## src/rtl/qsn_inverse_shift_ctrl_if.sv

```systemverilog
// Handshake bundle between the forward shift source / return-path consumer
// and the QSN inverse-shift controller.
//
// Handshake semantics:
//   - fwd_valid/fwd_ready follow strict valid/ready rules. A push happens on a
//     sys_clk edge where both are high.
//   - fwd_ready is not a precondition for asserting fwd_valid. fwd_valid while
//     not ready is an overflow event.
//   - ret_req has no ready. It is a one-cycle request.
//   - inv_valid answers ret_req exactly one cycle later, or stays low if the
//     FIFO was empty.
interface qsn_inverse_shift_ctrl_if #(
  parameter int SHIFT_WIDTH = 7,
  parameter int PTR_WIDTH   = 4
);
  logic                   fwd_valid;
  logic [SHIFT_WIDTH-1:0] fwd_shift;
  logic                   fwd_ready;
  logic                   ret_req;
  logic                   flush;
  logic                   err_clr;
  logic                   inv_valid;
  logic [SHIFT_WIDTH-1:0] inv_shift;
  logic [PTR_WIDTH:0]     occupancy;
  logic                   err_overflow;
  logic                   err_underflow;
  logic                   err_range;

  modport master (
    output fwd_valid, fwd_shift, ret_req, flush, err_clr,
    input  fwd_ready, inv_valid, inv_shift, occupancy,
    input  err_overflow, err_underflow, err_range
  );

  modport slave (
    input  fwd_valid, fwd_shift, ret_req, flush, err_clr,
    output fwd_ready, inv_valid, inv_shift, occupancy,
    output err_overflow, err_underflow, err_range
  );
endinterface

```

## src/rtl/qsn_inverse_shift_ctrl.sv

```systemverilog
// Records the forward QSN shift of each page in a FIFO and issues the inverse
// shift (Z - s) mod Z when the page returns from the check-node array.
module qsn_inverse_shift_ctrl #(
  parameter int CHECK_PARALLELISM = 85,
  parameter int SHIFT_WIDTH       = 7,
  parameter int DEPTH             = 16,
  parameter int PTR_WIDTH         = 4
) (
  input  logic                    sys_clk,
  input  logic                    rstn,
  qsn_inverse_shift_ctrl_if.slave bus
);

  // If Z == 2^SHIFT_WIDTH this truncates to 0. The modular subtraction below
  // still yields Z - s in that case.
  localparam logic [SHIFT_WIDTH-1:0] Z_SW      = SHIFT_WIDTH'(CHECK_PARALLELISM);
  localparam logic [PTR_WIDTH:0]     DEPTH_CNT = (PTR_WIDTH+1)'(DEPTH);

  logic [SHIFT_WIDTH-1:0] r_mem [DEPTH];
  logic [PTR_WIDTH-1:0]   r_wr_ptr;
  logic [PTR_WIDTH-1:0]   r_rd_ptr;
  logic [PTR_WIDTH:0]     r_occ;
  logic                   r_inv_valid;
  logic [SHIFT_WIDTH-1:0] r_inv_shift;
  logic                   r_err_overflow;
  logic                   r_err_underflow;
  logic                   r_err_range;

  logic                   w_full;
  logic                   w_empty;
  logic                   w_in_range;
  logic                   w_push;
  logic                   w_pop;
  logic                   w_ov_evt;
  logic                   w_un_evt;
  logic                   w_rg_evt;
  logic [SHIFT_WIDTH-1:0] w_wr_data;
  logic [SHIFT_WIDTH-1:0] w_rd_data;
  logic [SHIFT_WIDTH-1:0] w_inv;

  assign w_full     = (r_occ == DEPTH_CNT);
  assign w_empty    = (r_occ == '0);
  assign w_in_range = ({{(32-SHIFT_WIDTH){1'b0}}, bus.fwd_shift} < 32'(CHECK_PARALLELISM));

  // Flush swallows the whole cycle: no transfer and no error event.
  assign w_push   = bus.fwd_valid & ~w_full  & ~bus.flush;
  assign w_pop    = bus.ret_req   & ~w_empty & ~bus.flush;
  assign w_ov_evt = bus.fwd_valid &  w_full  & ~bus.flush;
  assign w_un_evt = bus.ret_req   &  w_empty & ~bus.flush;
  assign w_rg_evt = w_push & ~w_in_range;

  assign w_wr_data = w_in_range ? bus.fwd_shift : '0;
  assign w_rd_data = r_mem[r_rd_ptr];
  assign w_inv     = (w_rd_data == '0) ? '0 : (Z_SW - w_rd_data);

  // Storage is not reset. Clearing the pointers is enough to discard entries.
  always_ff @(posedge sys_clk) begin
    if (w_push) begin
      r_mem[r_wr_ptr] <= w_wr_data;
    end
  end

  always_ff @(posedge sys_clk) begin
    if (!rstn) begin
      r_wr_ptr    <= '0;
      r_rd_ptr    <= '0;
      r_occ       <= '0;
      r_inv_valid <= 1'b0;
      r_inv_shift <= '0;
    end else if (bus.flush) begin
      r_wr_ptr    <= '0;
      r_rd_ptr    <= '0;
      r_occ       <= '0;
      r_inv_valid <= 1'b0;
    end else begin
      r_inv_valid <= w_pop;
      if (w_push) begin
        r_wr_ptr <= r_wr_ptr + 1'b1;
      end
      if (w_pop) begin
        r_rd_ptr    <= r_rd_ptr + 1'b1;
        r_inv_shift <= w_inv;
      end
      case ({w_push, w_pop})
        2'b10:   r_occ <= r_occ + 1'b1;
        2'b01:   r_occ <= r_occ - 1'b1;
        default: r_occ <= r_occ;
      endcase
    end
  end

  // A new error event beats a same-cycle clear. Flush leaves the flags alone.
  always_ff @(posedge sys_clk) begin
    if (!rstn) begin
      r_err_overflow  <= 1'b0;
      r_err_underflow <= 1'b0;
      r_err_range     <= 1'b0;
    end else if (!bus.flush) begin
      if (w_ov_evt) begin
        r_err_overflow <= 1'b1;
      end else if (bus.err_clr) begin
        r_err_overflow <= 1'b0;
      end
      if (w_un_evt) begin
        r_err_underflow <= 1'b1;
      end else if (bus.err_clr) begin
        r_err_underflow <= 1'b0;
      end
      if (w_rg_evt) begin
        r_err_range <= 1'b1;
      end else if (bus.err_clr) begin
        r_err_range <= 1'b0;
      end
    end
  end

  assign bus.fwd_ready     = ~w_full;
  assign bus.inv_valid     = r_inv_valid;
  assign bus.inv_shift     = r_inv_shift;
  assign bus.occupancy     = r_occ;
  assign bus.err_overflow  = r_err_overflow;
  assign bus.err_underflow = r_err_underflow;
  assign bus.err_range     = r_err_range;

endmodule

```

## src/flat_wrapper.sv

```systemverilog
// flat-port wrapper written by rule: the top's interface ports become plain ports
module qsn_inverse_shift_ctrl_flat 
#(
  parameter int CHECK_PARALLELISM = 85,
  parameter int SHIFT_WIDTH       = 7,
  parameter int DEPTH             = 16,
  parameter int PTR_WIDTH         = 4
)
  (sys_clk, rstn, bus_fwd_valid, bus_fwd_shift, bus_ret_req, bus_flush, bus_err_clr, bus_fwd_ready, bus_inv_valid, bus_inv_shift, bus_occupancy, bus_err_overflow, bus_err_underflow, bus_err_range);
  qsn_inverse_shift_ctrl_if #(.SHIFT_WIDTH(SHIFT_WIDTH), .PTR_WIDTH(PTR_WIDTH)) bus_i ();
  input  logic sys_clk;
  input  logic rstn;
  input wire logic [$bits(bus_i.fwd_valid)-1:0] bus_fwd_valid;
  input wire logic [$bits(bus_i.fwd_shift)-1:0] bus_fwd_shift;
  input wire logic [$bits(bus_i.ret_req)-1:0] bus_ret_req;
  input wire logic [$bits(bus_i.flush)-1:0] bus_flush;
  input wire logic [$bits(bus_i.err_clr)-1:0] bus_err_clr;
  output wire logic [$bits(bus_i.fwd_ready)-1:0] bus_fwd_ready;
  output wire logic [$bits(bus_i.inv_valid)-1:0] bus_inv_valid;
  output wire logic [$bits(bus_i.inv_shift)-1:0] bus_inv_shift;
  output wire logic [$bits(bus_i.occupancy)-1:0] bus_occupancy;
  output wire logic [$bits(bus_i.err_overflow)-1:0] bus_err_overflow;
  output wire logic [$bits(bus_i.err_underflow)-1:0] bus_err_underflow;
  output wire logic [$bits(bus_i.err_range)-1:0] bus_err_range;
  assign bus_i.fwd_valid = bus_fwd_valid;
  assign bus_i.fwd_shift = bus_fwd_shift;
  assign bus_i.ret_req = bus_ret_req;
  assign bus_i.flush = bus_flush;
  assign bus_i.err_clr = bus_err_clr;
  assign bus_fwd_ready = bus_i.fwd_ready;
  assign bus_inv_valid = bus_i.inv_valid;
  assign bus_inv_shift = bus_i.inv_shift;
  assign bus_occupancy = bus_i.occupancy;
  assign bus_err_overflow = bus_i.err_overflow;
  assign bus_err_underflow = bus_i.err_underflow;
  assign bus_err_range = bus_i.err_range;
  qsn_inverse_shift_ctrl #(.CHECK_PARALLELISM(CHECK_PARALLELISM), .SHIFT_WIDTH(SHIFT_WIDTH), .DEPTH(DEPTH), .PTR_WIDTH(PTR_WIDTH)) u_core (.sys_clk(sys_clk), .rstn(rstn), .bus(bus_i));
endmodule
```

## config.mk

```make
export PLATFORM = sky130hd
export DESIGN_NAME = qsn_inverse_shift_ctrl_flat
export DESIGN_NICKNAME = d
export VERILOG_FILES = /design/src/rtl/qsn_inverse_shift_ctrl_if.sv /design/src/rtl/qsn_inverse_shift_ctrl.sv /design/src/flat_wrapper.sv
export SDC_FILE = /design/constraint.sdc
export NUM_CORES = 1
export LEC_CHECK = 0
export ABC_AREA = 1
export CORE_ASPECT_RATIO = 1.25
export CORE_MARGIN = 2
export CORE_UTILIZATION = 42
export CTS_CLUSTER_DIAMETER = 50
export DETAILED_ROUTE_END_ITERATION = 12
export PLACE_DENSITY = 0.56
export REMOVE_ABC_BUFFERS = 1
export SYNTH_ARGS = -nofsm -noshare
export SYNTH_HDL_FRONTEND = slang
export SYNTH_SLANG_ARGS = --single-unit
```

## constraint.sdc

```tcl
create_clock -name sys_clk -period 3.95 [get_ports sys_clk]
set_input_delay 1.185 -clock sys_clk [delete_from_list [all_inputs] [get_ports sys_clk]]
set_output_delay 1.185 -clock sys_clk [all_outputs]
set_load 0.02 [all_outputs]
```

# Word level (Yosys, flattened, before mapping)
# Memories as Yosys holds them, arrays and structs flattened. A register that Yosys moved wholly into a read port is not among the register bits.
# Index checks and enable logic that the tools add are counted.
[op_classes]
magnitude_cmp = 1
n_bitwise = 14
n_mux = 11
addsub = 5
eq_ne = 3
reduce_logical = 11
[ops]
columns = ["operator", "count"]
rows = [
  ["7-bit two-way mux", 2],
  ["5-bit case mux with 2 select lines", 1],
  ["1-bit AND", 9],
  ["4-bit by 1-bit adder with 4-bit output (second input constant)", 2],
  ["4-bit two-way mux", 2],
  ["2-bit AND reduction", 4],
  ["2-bit nonzero test", 4],
  ["7-bit logical NOT", 1],
  ["7-bit less-than comparator (second input constant)", 1],
  ["7-bit subtractor (first input constant)", 1],
  ["1-bit two-way mux", 6],
  ["5-bit by 1-bit adder with 5-bit output (second input constant)", 1],
  ["5-bit == test (second input constant)", 1],
  ["5-bit logical NOT", 1],
  ["1-bit NOT", 5],
  ["5-bit by 1-bit subtractor with 5-bit output (second input constant)", 1],
  ["2-bit by 1-bit == test with 1-bit output (second input constant)", 1],
  ["2-bit == test (second input constant)", 1],
  ["2-bit OR reduction", 1],
]
[totals]
out_inout_bits = 17
reg_bits = 24
ramBits = 112
input_bits = 13
n_memories = 1
[memory_table]
columns = ["memory", "words", "width", "read_ports", "rd_clocked_by_memory_dff", "write_ports", "line_no", "source"]
rows = [
  ["u_core.r_mem", 16, 7, 1, 1, 1, "qsn_inverse_shift_ctrl.sv:19", "logic [SHIFT_WIDTH-1:0] r_mem [DEPTH];"],
]

# Longest topological paths before layout
[logic_depth]
depth_word = 7
ltp_mapped = 16
depth_no_buf = 14

# Least setup slack after synthesis
# OpenSTA, ideal clock, no wires.
[synth_path]
kind = "in2reg"
from = "in bus_ret_req"
to = "reg u_core.r_occ[4] (netlist: u_core.bus.occupancy[4])"
path_stages = 14
t_required_ns = 3.880
arrival_time_ns = 2.710
setup_slack_ns = 1.170
n_path_buf = 0
setup_time_ns = 0.070
path_cell_list = "inv_1 > nor2_1 > nand2_2 > inv_2 > ha_1 > xor2_1 > ha_1 > inv_1 > nand2_1 > nand3_1 > nand2_1 > xor2_1 > nand2_1 > a21oi_1"
[synth_via]
elab_chain_len = 4
word_cells_on_any_way = 6
cone_classes = "eq/ne (2); mux (1); bitwise (2); reduce/logical (1)"
[synth_rtl]
columns = ["item", "line_no", "source"]
rows = [
  ["from (decl)", "flat_wrapper.sv:15", "input wire logic [$bits(bus_i.ret_req)-1:0] bus_ret_req;"],
  ["1-bit AND * (2 in a row)", "qsn_inverse_shift_ctrl.sv:47", "assign w_pop = bus.ret_req & ~w_empty & ~bus.flush;"],
  ["net u_core.w_pop", "qsn_inverse_shift_ctrl.sv:33", "logic w_pop;"],
  ["2-bit by 1-bit == test with 1-bit output or 2-bit == test (tied branches)", "qsn_inverse_shift_ctrl.sv:84", "case ({w_push, w_pop})"],
  ["5-bit case mux with 2 select lines or 2-bit nonzero test (tied branches)", "--", ""],
  ["to (signal assigned)", "qsn_inverse_shift_ctrl.sv:85", "2'b10: r_occ <= r_occ + 1'b1;"],
  ["to (signal assigned)", "qsn_inverse_shift_ctrl.sv:86", "2'b01: r_occ <= r_occ - 1'b1;"],
  ["to (signal assigned)", "qsn_inverse_shift_ctrl.sv:87", "default: r_occ <= r_occ;"],
  ["to (decl)", "qsn_inverse_shift_ctrl.sv:22", "logic [PTR_WIDTH:0] r_occ;"],
]
# Mark *: on every way through the listed nets, which the timed path passes. The rest lies on a longest branch.
# A chain may end at the register's enable or synchronous reset.

# Worst setup path in the final report
[layout_path]
from = "in bus_flush"
to = "reg u_core.r_occ[4] (netlist: u_core.bus.occupancy[4])"
[layout_via]
elab_chain_len = 4
word_cells_on_any_way = 8
cone_classes = "eq/ne (2); mux (1); bitwise (3); reduce/logical (2)"
[layout_rtl]
columns = ["item", "line_no", "source"]
rows = [
  ["from (decl)", "flat_wrapper.sv:16", "input wire logic [$bits(bus_i.flush)-1:0] bus_flush;"],
  ["1-bit NOT (no line) *", "--", ""],
  ["1-bit AND *", "qsn_inverse_shift_ctrl.sv:47", ""],
  ["net u_core.w_pop", "qsn_inverse_shift_ctrl.sv:33", ""],
  ["2-bit by 1-bit == test with 1-bit output or 2-bit == test (tied branches)", "qsn_inverse_shift_ctrl.sv:84", ""],
  ["5-bit case mux with 2 select lines or 2-bit nonzero test (tied branches)", "--", ""],
]
# Marked as above.

==> summary.txt <==
Run status
  • Status: complete, no violations

Floorplanning
  • Die W: 112.7 microns
  • Die height: 139.9 microns
  • Core ar.: 14410 sq um
  • IO Pins: 30
  • Die Area: 15760 sq um
  • # rows: 49
  • Starting Density: 0.4304

CTS
  • CTS Buf Count: 17
  • Post-CTS Setup Bufs: 0
  • Clk_lat worst skew: 420 ps
  • Max Root-Sink Buffers: 2
  • Post-CTS sizing: 0
  • Clock transition at path regs: 60 ps
  • Clk sinks: 140
  • Hold-fix buffers, CTS: 0
  • CTS tree: built
  • Root buffer cell: clkbuf_16
  • Max H-tree Level: 4

Logic synthesis
  • Post-Syn Area: 6201 sq um
  • Post-Synth XOR/XNOR Area: 0.01271
  • Post-synth top flop: edfxtp_1
  • Simple-gate share of the synthesized area: 0.2187
  • Post-Synthesis Cells: 637
  • Synth Register Bits: 140
  • Mux contribution to synthesized area: 0
  • Adder-Cell Fraction of Synth Area: 0.01816
  • Number of synthesized flops with an enable pin: 112
  • Sequential-to-total area share from yosys stat: 0.6328
  • Asr flop ratio synth: 0
  • Compound-cell area share of the yosys netlist: 0.04257
  • Distinct cell type count after synthesis: 29
  • Synth Area per Inst: 9.735 sq um
  • Synth warnings: 0
  • Largest family of logic cells by synthesized area: simple AND/OR/NAND/NOR gates

Finish
  • Ant diodes: 0
  • Share of cells above drive strength 1: 0.08309
  • # nets final: 696
  • Fin cells: 864
  • Area of the multi-input gates: 1814 sq um
  • Area Growth Syn to Fin: 17.17%
  • Fillers: 1346
  • FF+latch area: 3925 sq um

Min path
  • Hold Crit Start: u_core.bus.inv_shift[2]
  • Hold Path Class: flop to flop

Global routing
  • Wire length of the first global-routing pass: 22.59 mm
  • Initial antenna violation count: 0
  • Overall routing resource usage: 0.1923
  • Grt ovf: 0
  • Vias in the first global route: 4419
  • Largest net degree at the start of global routing: 53

Placement
  • Gpl congestion: 0.8619
  • IO Port Bufs: 29
  • DP Cell Count: 833
  • DPL Wire Length: 9.794 mm

Setup path
  • Worst R2R Start: u_core.bus.occupancy[2]
  • CP max FO: 13
  • Crit path launch: bus_flush
  • WS Path Type: input port to flop
  • Worst endpoint required time: 4300 ps
  • Crit end category: flop
  • Crit start category: input port
  • WP data arrival: 3550 ps

Route
  • Routed vias/inst: 5.073
  • Iter 0 DRT Violations: 234
  • DR vias: 4383
  • DRC Markers: 0
  • Final WL: 14.43 mm
  • Average wire per standard cell: 16.70 microns
  • Antenna Nets Post-Route: 0
  • Pre-antenna DRT Iters: 7

Timing
  • TNS Setup: 0 ps
  • Relative slew slack: 0.3614
  • Max Fclk: 312.8 MHz
  • Slew @ Worst Pin: 954.4 ps
  • Final critical-path required period: 3197 ps
  • Layout Skew: 10.66 ps
  • Fin. Hold Viols: 0
  • Max Slew Vio Count: 0
  • Final setup viols: 0
  • Worst Hold Slack: 466.3 ps
  • RSZ-0062 raised after global routing: no
  • Tcrit/Tclk final: 0.8093

Run
  • Max_cap viols: 0

Pwr
  • Max IR drop VDD: 0.2216 mV
  • Pwr/cell area: 480.7 nW/um^2
  • Static leakage: 2.961 nW
[logic make-up after synthesis]
logic type               after synthesis
AO/OA/AOI/OAI                         48
AND/OR/NAND/NOR                      327
adder cells (fa/ha/maj)                9
flip-flops                           140
XOR/XNOR                               9
buffers and inverters                104
[stage by stage]
stage / util / instance area, sq um / setup slack (ps) / power, W
CTS: 0.5043 / 7266 / 776.7 / 0.003517
floorplan: - / 6048 / 1080 / 0.001759
finish: 0.5043 / 7266 / 753.4 / 0.003492
global placement: 0.4614 / 6648 / 425.3 / 0.001845
global route: 0.5043 / 7266 / 564.3 / 0.003598
detailed placement: 0.4614 / 6648 / 365.1 / 0.001847
[cell usage after synthesis, types with 2 or more instances]
cell / n / area share
o21ai_0: 12 / 0.0097
nand4_1: 4 / 0.0040
buf_4: 4 / 0.0048
o211ai_1: 5 / 0.0061
xor2_1: 7 / 0.0099
nand2_1: 184 / 0.11
nor2_2: 2 / 0.0020
ha_1: 9 / 0.018
clkbuf_1: 3 / 0.0018
buf_2: 8 / 0.0065
dfxtp_1: 28 / 0.090
inv_1: 78 / 0.047
nor2_1: 63 / 0.038
nand3_1: 67 / 0.054
nand3_2: 2 / 0.0032
edfxtp_1: 112 / 0.54
a21oi_1: 19 / 0.015
xnor2_1: 2 / 0.0028
inv_2: 3 / 0.0018
buf_6: 6 / 0.011
o21ai_1: 8 / 0.0065
nand2_2: 4 / 0.0040
[worst max-delay path, stage by stage]
cell and delay [ps]:
clkdlybuf4s50_1 460, nor2_1 190, nand2_2 220, inv_2 210, ha_1 300, xor2_1 200, ha_1 170, inv_1 30
nand2_1 90, nand3_1 80, nand2_1 90, xor2_1 140, nand2_1 60, a21oi_1 120
[flip-flops by register name (all words and copies together) (netlist names), named ones only]
register,count
u_core.r_mem,112
u_core.bus.err_underflow,1
u_core.r_rd_ptr,4
u_core.bus.inv_shift,7
u_core.bus.inv_valid,1
u_core.bus.err_overflow,1
u_core.r_wr_ptr,4
u_core.bus.err_range,1
u_core.bus.occupancy,5
[metal layers]
layer  vias up  share of wire  global-route usage
met5         -              0                   0
met4         0          0.010             0.05905
met3        12          0.052             0.04225
met2       112           0.54              0.3479
met1      2104           0.40              0.2264
li1       2155              -                   -
[path summary, 6_finish.rpt]
| path | endpoint | cells after the start | slack [ps] |
|---|---|---|---|
| max | u_core.bus.occupancy[4] | 14 | 750 |
| min | u_core.bus.inv_shift[2] | 2 | 470 |
| max reg2reg | u_core.bus.occupancy[4] | 13 | 1490 |
| min reg2reg | u_core.bus.inv_shift[2] | 2 | 470 |
[power breakdown]
| group | total (W) | internal, W | switching (W) |
|---|---|---|---|
| logic | 0.000197 | 0.0000662 | 0.000130 |
| registers | 0.00162 | 0.00161 | 0.00000967 |
| clock network | 0.00168 | 0.00106 | 0.000618 |
[cell usage in the layout (no fill, tap or decap), types with 2 or more instances in the layout]
cell / n
a21oi_1: 19
buf_4: 11
bufinv_16: 4
clkbuf_16: 17
clkdlybuf4s50_1: 29
clkinvlp_4: 2
dfxtp_1: 27
edfxtp_1: 112
ha_1: 9
inv_1: 78
inv_2: 3
inv_6: 5
nand2_1: 184
nand2_2: 4
nand3_1: 67
nand3_2: 2
nand4_1: 4
nor2_1: 62
nor2_2: 3
o211ai_1: 5
o21ai_0: 12
o21ai_1: 8
xnor2_1: 2
xor2_1: 7
[layout make-up]
type | count | area share
clock inverter | 13 | 0.02600
sequential | 140 | 0.5402
clock buffer | 18 | 0.05907
inverter | 82 | 0.04305
multi-input combinational | 393 | 0.2497
timing repair buffer | 40 | 0.05132
tap | 178 | 0.03065
Power figures use the tool's default switching activity.
